===== src/rtl/riscv_core_icache_pkg.sv =====
// Shared types and AXI constants for the I-cache refill path.
package riscv_core_icache_pkg;

    typedef enum logic [2:0] {
        StIdle,
        StAr,
        StR,
        StWr,
        StDone
    } refill_state_e;

    localparam logic [1:0] AXI_BURST_INCR = 2'b01;

    localparam logic [1:0] AXI_RESP_OKAY   = 2'b00;
    localparam logic [1:0] AXI_RESP_EXOKAY = 2'b01;
    localparam logic [1:0] AXI_RESP_SLVERR = 2'b10;
    localparam logic [1:0] AXI_RESP_DECERR = 2'b11;

    localparam int unsigned LINE_BYTES = 32;
    localparam int unsigned BEATS      = LINE_BYTES * 8 / 64;

endpackage


===== src/rtl/riscv_core_icache_refill.sv =====
// I-cache refill engine: fetches one or two lines over AXI4 INCR bursts and
// writes each assembled line into the I-cache data array.
module riscv_core_icache_refill
    import riscv_core_icache_pkg::*;
#(
    parameter int unsigned ADDR_WIDTH     = 64,
    parameter int unsigned AXI_DATA_WIDTH = 64,
    parameter int unsigned LINE_WIDTH     = 256
) (
    input  logic                      i_clk,
    input  logic                      i_rst,
    input  logic                      i_miss_req,
    input  logic [ADDR_WIDTH-1:0]     i_miss_addr,
    output logic                      o_busy,
    output logic                      o_done,
    output logic                      o_err,
    output logic [LINE_WIDTH-1:0]     o_block,
    output logic                      o_wr_en,
    output logic                      o_block_replace,
    output logic                      o_offset,
    output logic [ADDR_WIDTH-1:0]     o_araddr,
    output logic [7:0]                o_arlen,
    output logic [2:0]                o_arsize,
    output logic [1:0]                o_arburst,
    output logic                      o_arvalid,
    input  logic                      i_arready,
    input  logic [AXI_DATA_WIDTH-1:0] i_rdata,
    input  logic [1:0]                i_rresp,
    input  logic                      i_rlast,
    input  logic                      i_rvalid,
    output logic                      o_rready
);

    localparam int unsigned NumBeats = LINE_WIDTH / AXI_DATA_WIDTH;
    localparam int unsigned CntW     = (NumBeats > 1) ? $clog2(NumBeats) : 1;
    localparam int unsigned LineLsb  = $clog2(LINE_WIDTH / 8);
    localparam int unsigned LineIdxW = ADDR_WIDTH - LineLsb;
    localparam logic [7:0]  ArLen    = 8'(NumBeats - 1);
    localparam logic [2:0]  ArSize   = 3'($clog2(AXI_DATA_WIDTH / 8));

    refill_state_e          state_q, state_d;
    logic                   cross_q, cross_d;
    logic                   line_sel_q, line_sel_d;
    logic                   err_q, err_d;
    logic [CntW-1:0]        beat_cnt_q, beat_cnt_d;
    logic [LINE_WIDTH-1:0]  block_q;
    logic                   beat_fire;
    logic                   last_beat;
    logic                   cross_now;
    logic [LineIdxW-1:0]    line_idx;
    logic                   unused_addr_bit0;

    // addr+2 leaves the line exactly when the halfword index is at its top.
    assign cross_now        = &i_miss_addr[LineLsb-1:1];
    assign unused_addr_bit0 = i_miss_addr[0];
    assign line_idx         = i_miss_addr[ADDR_WIDTH-1:LineLsb] + LineIdxW'(line_sel_q);
    assign last_beat        = (beat_cnt_q == CntW'(NumBeats - 1));

    always_ff @(posedge i_clk) begin
        if (i_rst) begin
            state_q    <= StIdle;
            cross_q    <= 1'b0;
            line_sel_q <= 1'b0;
            err_q      <= 1'b0;
            beat_cnt_q <= '0;
            block_q    <= '0;
        end else begin
            state_q    <= state_d;
            cross_q    <= cross_d;
            line_sel_q <= line_sel_d;
            err_q      <= err_d;
            beat_cnt_q <= beat_cnt_d;
            if (beat_fire) begin
                block_q[beat_cnt_q*AXI_DATA_WIDTH +: AXI_DATA_WIDTH] <= i_rdata;
            end
        end
    end

    always_comb begin
        state_d         = state_q;
        cross_d         = cross_q;
        line_sel_d      = line_sel_q;
        err_d           = err_q;
        beat_cnt_d      = beat_cnt_q;
        beat_fire       = 1'b0;
        o_done          = 1'b0;
        o_err           = 1'b0;
        o_wr_en         = 1'b0;
        o_block_replace = 1'b0;
        o_offset        = 1'b0;
        o_araddr        = '0;
        o_arlen         = '0;
        o_arsize        = '0;
        o_arburst       = '0;
        o_arvalid       = 1'b0;
        o_rready        = 1'b0;

        unique case (state_q)
            StIdle: begin
                if (i_miss_req) begin
                    state_d    = StAr;
                    cross_d    = cross_now;
                    line_sel_d = 1'b0;
                    err_d      = 1'b0;
                    beat_cnt_d = '0;
                end
            end
            StAr: begin
                o_arvalid = 1'b1;
                o_araddr  = {line_idx, {LineLsb{1'b0}}};
                o_arlen   = ArLen;
                o_arsize  = ArSize;
                o_arburst = AXI_BURST_INCR;
                if (i_arready) begin
                    state_d = StR;
                end
            end
            StR: begin
                o_rready = 1'b1;
                if (i_rvalid) begin
                    beat_fire  = 1'b1;
                    beat_cnt_d = beat_cnt_q + CntW'(1);
                    // The beat count alone ends the line; RLAST is only cross-checked.
                    if (i_rresp != AXI_RESP_OKAY || i_rlast != last_beat) begin
                        err_d = 1'b1;
                    end
                    if (last_beat) begin
                        state_d = StWr;
                    end
                end
            end
            StWr: begin
                o_wr_en         = !err_q;
                o_block_replace = !err_q;
                o_offset        = line_sel_q;
                if (cross_q && !line_sel_q && !err_q) begin
                    line_sel_d = 1'b1;
                    beat_cnt_d = '0;
                    state_d    = StAr;
                end else begin
                    state_d = StDone;
                end
            end
            StDone: begin
                o_done  = 1'b1;
                o_err   = err_q;
                state_d = StIdle;
            end
            default: state_d = StIdle;
        endcase
    end

    assign o_busy  = (state_q != StIdle);
    assign o_block = block_q;

endmodule


===== config.mk =====
export PLATFORM = sky130hd
export DESIGN_NAME = riscv_core_icache_refill
export DESIGN_NICKNAME = d
export VERILOG_FILES = /design/src/rtl/riscv_core_icache_pkg.sv /design/src/rtl/riscv_core_icache_refill.sv
export SDC_FILE = /design/constraint.sdc
export NUM_CORES = 1
export LEC_CHECK = 0
export BUFFER_PORTS_ARGS = -buffer_cell sky130_fd_sc_hd__buf_2
export CELL_PAD_IN_SITES_DETAIL_PLACEMENT = 2
export CELL_PAD_IN_SITES_GLOBAL_PLACEMENT = 2
export CORE_ASPECT_RATIO = 1.1
export CORE_MARGIN = 5
export CORE_UTILIZATION = 24
export CTS_BUF_LIST = sky130_fd_sc_hd__clkbuf_8
export DETAILED_ROUTE_END_ITERATION = 8
export PLACE_DENSITY = 0.75
export SETUP_SLACK_MARGIN = 0.15
export SYNTH_ARGS = -nofsm -noshare
export SYNTH_HDL_FRONTEND = slang
export SYNTH_SLANG_ARGS = --single-unit

===== constraint.sdc =====
create_clock -name i_clk -period 2.2 [get_ports i_clk]
set_input_delay 0.11 -clock i_clk [delete_from_list [all_inputs] [get_ports i_clk]]
set_output_delay 0.11 -clock i_clk [all_outputs]
set_load 0.01 [all_outputs]

==> Word-level counts from Yosys, hierarchy flattened <==
Index checks and enable logic that the tools add are counted.
{ "word_totals": {"reg_bits": 264, "input_bits": 136, "word_cells": 69} }
{ "classes": {"add_sub_neg": 3, "n_eq_ne": 12, "shifts": 2, "n_mux": 29, "reduce_logical": 17} }
{ "op_table": {"columns": ["op", "count"], "rows": [
  ["bitwise mux 256 bit", 1],
  ["variable shift 64 x 34 -> 256 bit, first input constant", 1],
  ["indexed part select 64 x 34 -> 256 bit", 1],
  ["two-way mux 64 bit", 1],
  ["adder 59 x 1 -> 59 bit", 1],
  ["negator 8 -> 34 bit", 1],
  ["AND reduction 4 bit", 4],
  ["two-way mux 3 bit", 5],
  ["two-way mux 1 bit", 13],
  ["inequality test 2 bit, second input constant", 6],
  ["one-hot mux 3 bit (4 select lines)", 1],
  ["two-way mux 2 bit", 5],
  ["equality test 3 x 2 -> 1 bit, second input constant", 2],
  ["one-hot mux 2 bit (3 select lines)", 1],
  ["nonzero test 2 bit", 3],
  ["nonzero test 3 bit", 2],
  ["one-hot mux 1 bit (2 select lines)", 2],
  ["equality test 3 x 1 -> 1 bit, second input constant", 1],
  ["equality test 3 bit, second input constant", 1],
  ["logical NOT 3 bit", 1],
  ["AND reduction 3 bit", 1],
  ["adder 2 x 1 -> 2 bit, second input constant", 1],
  ["equality test 2 bit, second input constant", 1],
  ["logical AND 1 bit", 2],
  ["4 further kinds", 5]
]} }

==> Longest topological paths before layout <==
{ "logic_depth": {"depth_word": 6, "mapped_depth": 8} }

==> Least setup slack after synthesis <==
No wires, ideal clock.
{ "synth_path": {"path_kind": "reg2out", "startpoint": "reg line_sel_q", "endpoint": "out o_araddr[53]", "arrival_ns": 2.244, "t_required_ns": 2.090, "path_slack_ns": -0.154, "path_stages_with_launch": 9, "cell_sequence": "dfxtp_1 > ha_1 > ha_1 > nand3_1 > nor3_1 > nand3_2 > buf_2 > or3_1 > a21oi_1"} }
{ "synth_between": {"elab_chain_len": 2} }
{ "synth_rtl": {"columns": ["item", "line", "text"], "rows": [
  ["start, declared", "riscv_core_icache_refill.sv:43", "logic line_sel_q, line_sel_d;"],
  ["start signal, assigned", "riscv_core_icache_refill.sv:70", "line_sel_q <= line_sel_d;"],
  ["adder 59 x 1 -> 59 bit", "riscv_core_icache_refill.sv:56", "assign line_idx = i_miss_addr[ADDR_WIDTH-1:LineLsb] + LineIdxW'(line_sel_q);"],
  ["two-way mux 64 bit", "riscv_core_icache_refill.sv:98", "unique case (state_q)"],
  ["end, declared", "riscv_core_icache_refill.sv:21", "output logic [ADDR_WIDTH-1:0] o_araddr,"]
]} }
Every way passes these cells.

==> Worst setup path in the final report <==
{ "layout_path": {"startpoint": "reg line_sel_q", "endpoint": "out o_araddr[58]"} }
Same word-level chain as after synthesis.

==> impl_metrics.json <==
{
  "drt-total-wl_um": 64400,
  "switchingPower_mw": 2.937,
  "area_growth_syn_to_layout_pct": 51.96,
  "final-setup-viol-count": 53,
  "synth_cells": 1502,
  "ant_nets": 0,
  "busiest_layer": "met2",
  "clock_path_buffers": 3,
  "drc": 0,
  "antenna_found_initial": 3,
  "first_pass_iters": 4,
  "ys.flop_type": "dfxtp_1",
  "drt_iter0_markers": 568,
  "rows": 84,
  "grtUsageTotal_pct": 22.91,
  "ys_seq_area_share_pct": 46.20,
  "synth_warnings": 0,
  "power.internal_mw": 7.783,
  "vias": 13913,
  "grt_pass1_wl_um": 93970,
  "gp_congestion": 0.8312,
  "clk_latency_ps": 590,
  "layout-drive-gt1-share_pct": 35.11,
  "coreArea_um2": 47510,
  "port_buffers": 462,
  "arrival_ps": 2540,
  "ff2ff_path_depth": 7,
  "max_freq_mhz": 378.1,
  "cp.required_ps": 2090,
  "fp.dieH_um": 239.0,
  "finalMaxSlewViolations": 0,
  "start_util_pct": 24.08,
  "wire_per_inst_um": 23.47,
  "final_common_cell": "buf_2",
  "maxCapViolCount": 0,
  "worst_slack_ps": -445.1,
  "cts.clk_slew.worst_paths_ps": 60,
  "synth_area_leaders": "dfxtp_1, a21oi_1, nand3_1",
  "synth_edf_count": 0,
  "postSynthAreaPerCell_um2": 7.616,
  "tns_ps": -16060,
  "vdd_drop_max_mv": 0.5073,
  "synthDistinctLibCells": 47,
  "dieWidth_um": 218.2,
  "power.density_nw_per_um2": 616.7,
  "boundaryPins": 477,
  "clkPwrFrac_pct": 43.8,
  "power_frac_comb_pct": 11.1,
  "violations": "setup timing",
  "layout_worst_path_cycle_share_pct": 120.2,
  "clkSinkCount": 264,
  "hold_path_depth": 5,
  "final_cell_mix": "buf_2, nand2_1, nand3_1",
  "use_met1_pct": 25.69,
  "place_area_um2": 14960,
  "drt-vias-per-instance": 5.070,
  "grt_max_degree": 82,
  "hold_viol": 0,
  "crit_path_end_kind": "output pin",
  "synth_top_area_share_pct": 46.20,
  "path_class": "register to output pin",
  "synth_top_area_cell": "dfxtp_1",
  "hpwl_um": 43560,
  "final_area_um2": 17380,
  "skew_ps": 28.93,
  "hold-worst-slack_ps": 74.00,
  "worst_slew_pin_slew_ps": 854.7,
  "final_nets": 2214,
  "cts_htree_levels": 2,
  "p_leak_nw": 7.173,
  "min_period_ps": 2645,
  "root_buffer": "clkbuf_8",
  "cts_tree": "built",
  "cp_max_fo": 6,
  "ys_ff_latch": 264,
  "switching_share_pct": 27.39,
  "cts_made_buffers": 47,
  "dieArea_um2": 52140,
  "grt_overflow": 0,
  "async_reset_ff_share_pct": 0,
  "grt_pass1_vias": 15101,
  "p_seq_share_pct": 45.1,
  "synth.cell_area_um2": 11440,
  "rsz0062_at_grt": "yes",
  "use_met3_pct": 7.106,
  "outcome": "finished, violations left",
  "crit_path_start_kind": "register",
  "hold_class": "input pin to register",
  "relSlewSlack_pct": 42.49,
  "met2_usage_pct": 41.10
}
==> worst max-delay path, cell delays in order, from the launching register on <==
cell and delay (ps):
dfxtp_2 350, ha_4 160, nand2_2 120, nor4_4 230, buf_4 160, nand4_1 110
buf_4 200, or3_1 310, a21oi_1 160, buf_2 160
==> layer usage <==
metal | vias up | share of wire (%)
li1 | 6286 | -
met1 | 7022 | 38
met2 | 489 | 51
met3 | 116 | 7.4
met4 | 0 | 3.5
met5 | - | 0
==> cells in the mapped netlist, types with 7 or more instances <==
cell      count
nand2_1     286
nand3_1     279
dfxtp_1     264
clkbuf_1     95
nor2_1       52
inv_1        11
ha_1          9
buf_4        20
nand4_1      25
o31ai_1       7
nor3_1       12
xor2_1       30
buf_2        23
nor4_1       11
or4_1         7
and3_1       10
or3_1        16
o21ai_0      14
a21oi_1     280
==> through the flow <==
stage / setup slack, ps / instances / power, mW / utilization, %
6_report: -445.1 / 2744 / 10.72 / 36.59
5_1_grt: -537.6 / 2743 / 11.13 / 36.59
4_1_cts: -485.3 / 2733 / 10.84 / 36.08
3_3_place_gp: -16.95 / 2567 / 5.929 / 31.49
2_1_floorplan: 154.2 / 1514 / 5.370 / -
3_5_place_dp: -57.30 / 2567 / 5.947 / 31.49
==> power by group through the flow <==
stage / logic, mW / clock network (mW) / registers [mW]
floorplan: 0.425 / 0 / 4.94
global placement: 0.996 / 0 / 4.93
detailed placement: 1.01 / 0 / 4.94
CTS: 1.16 / 4.86 / 4.83
global route: 1.27 / 5.03 / 4.83
finish: 1.19 / 4.69 / 4.83
==> layout make-up <==
type                    instances  area (um^2)
diodes                          3        7.507
clock buffers                  56        770.7
clock inverters                20        146.4
fillers                      5480        30120
inverters                      11        45.04
multi-input cells            1097         6025
flip-flops and latches        264         5291
well taps                     645        807.0
repair buffers                648         4292
==> flip-flops by register name, indices dropped and copies added (netlist names) <==
| signal | count |
|---|---|
| o_block | 256 |
| state_q | 3 |
| beat_cnt_q | 2 |
| cross_q | 1 |
| err_q | 1 |
| line_sel_q | 1 |
==> worst paths after layout <==
kind | startpoint | endpoint | slack (ps)
max | line_sel_q$_SDFFE_PP0P_ | o_araddr[58] | -450
min | i_miss_addr[2] | cross_q$_SDFFE_PP0P_ | 70
min reg2reg | o_block[58]$_SDFFE_PP0P_ | o_block[58]$_SDFFE_PP0P_ | 450
max reg2reg | beat_cnt_q[0]$_SDFFE_PP0P_ | o_block[24]$_SDFFE_PP0P_ | 290
==> cells by family after synthesis <==
family	share of synthesized area, %
and+or+nand+nor	29.99
adders and majority gates	0.9844
muxes	0.1859
DFF	46.20
xor gates and xnor gates	2.603
AOI/OAI and AO/OA	14.01
buffers and inverters	5.994
other	0.03278
==> timing repair <==
action | CTS | global route
endpoints found under the hold margin | 259 | 0
gates cloned | 1 | 1
setup endpoints to repair | 72 | 86
resized for setup | 76 | 30
hold buffers | 69 | 0
pin swaps | 30 | 15
setup buffers | 20 | 8
Note: power is estimated with default switching activity, not from simulation.
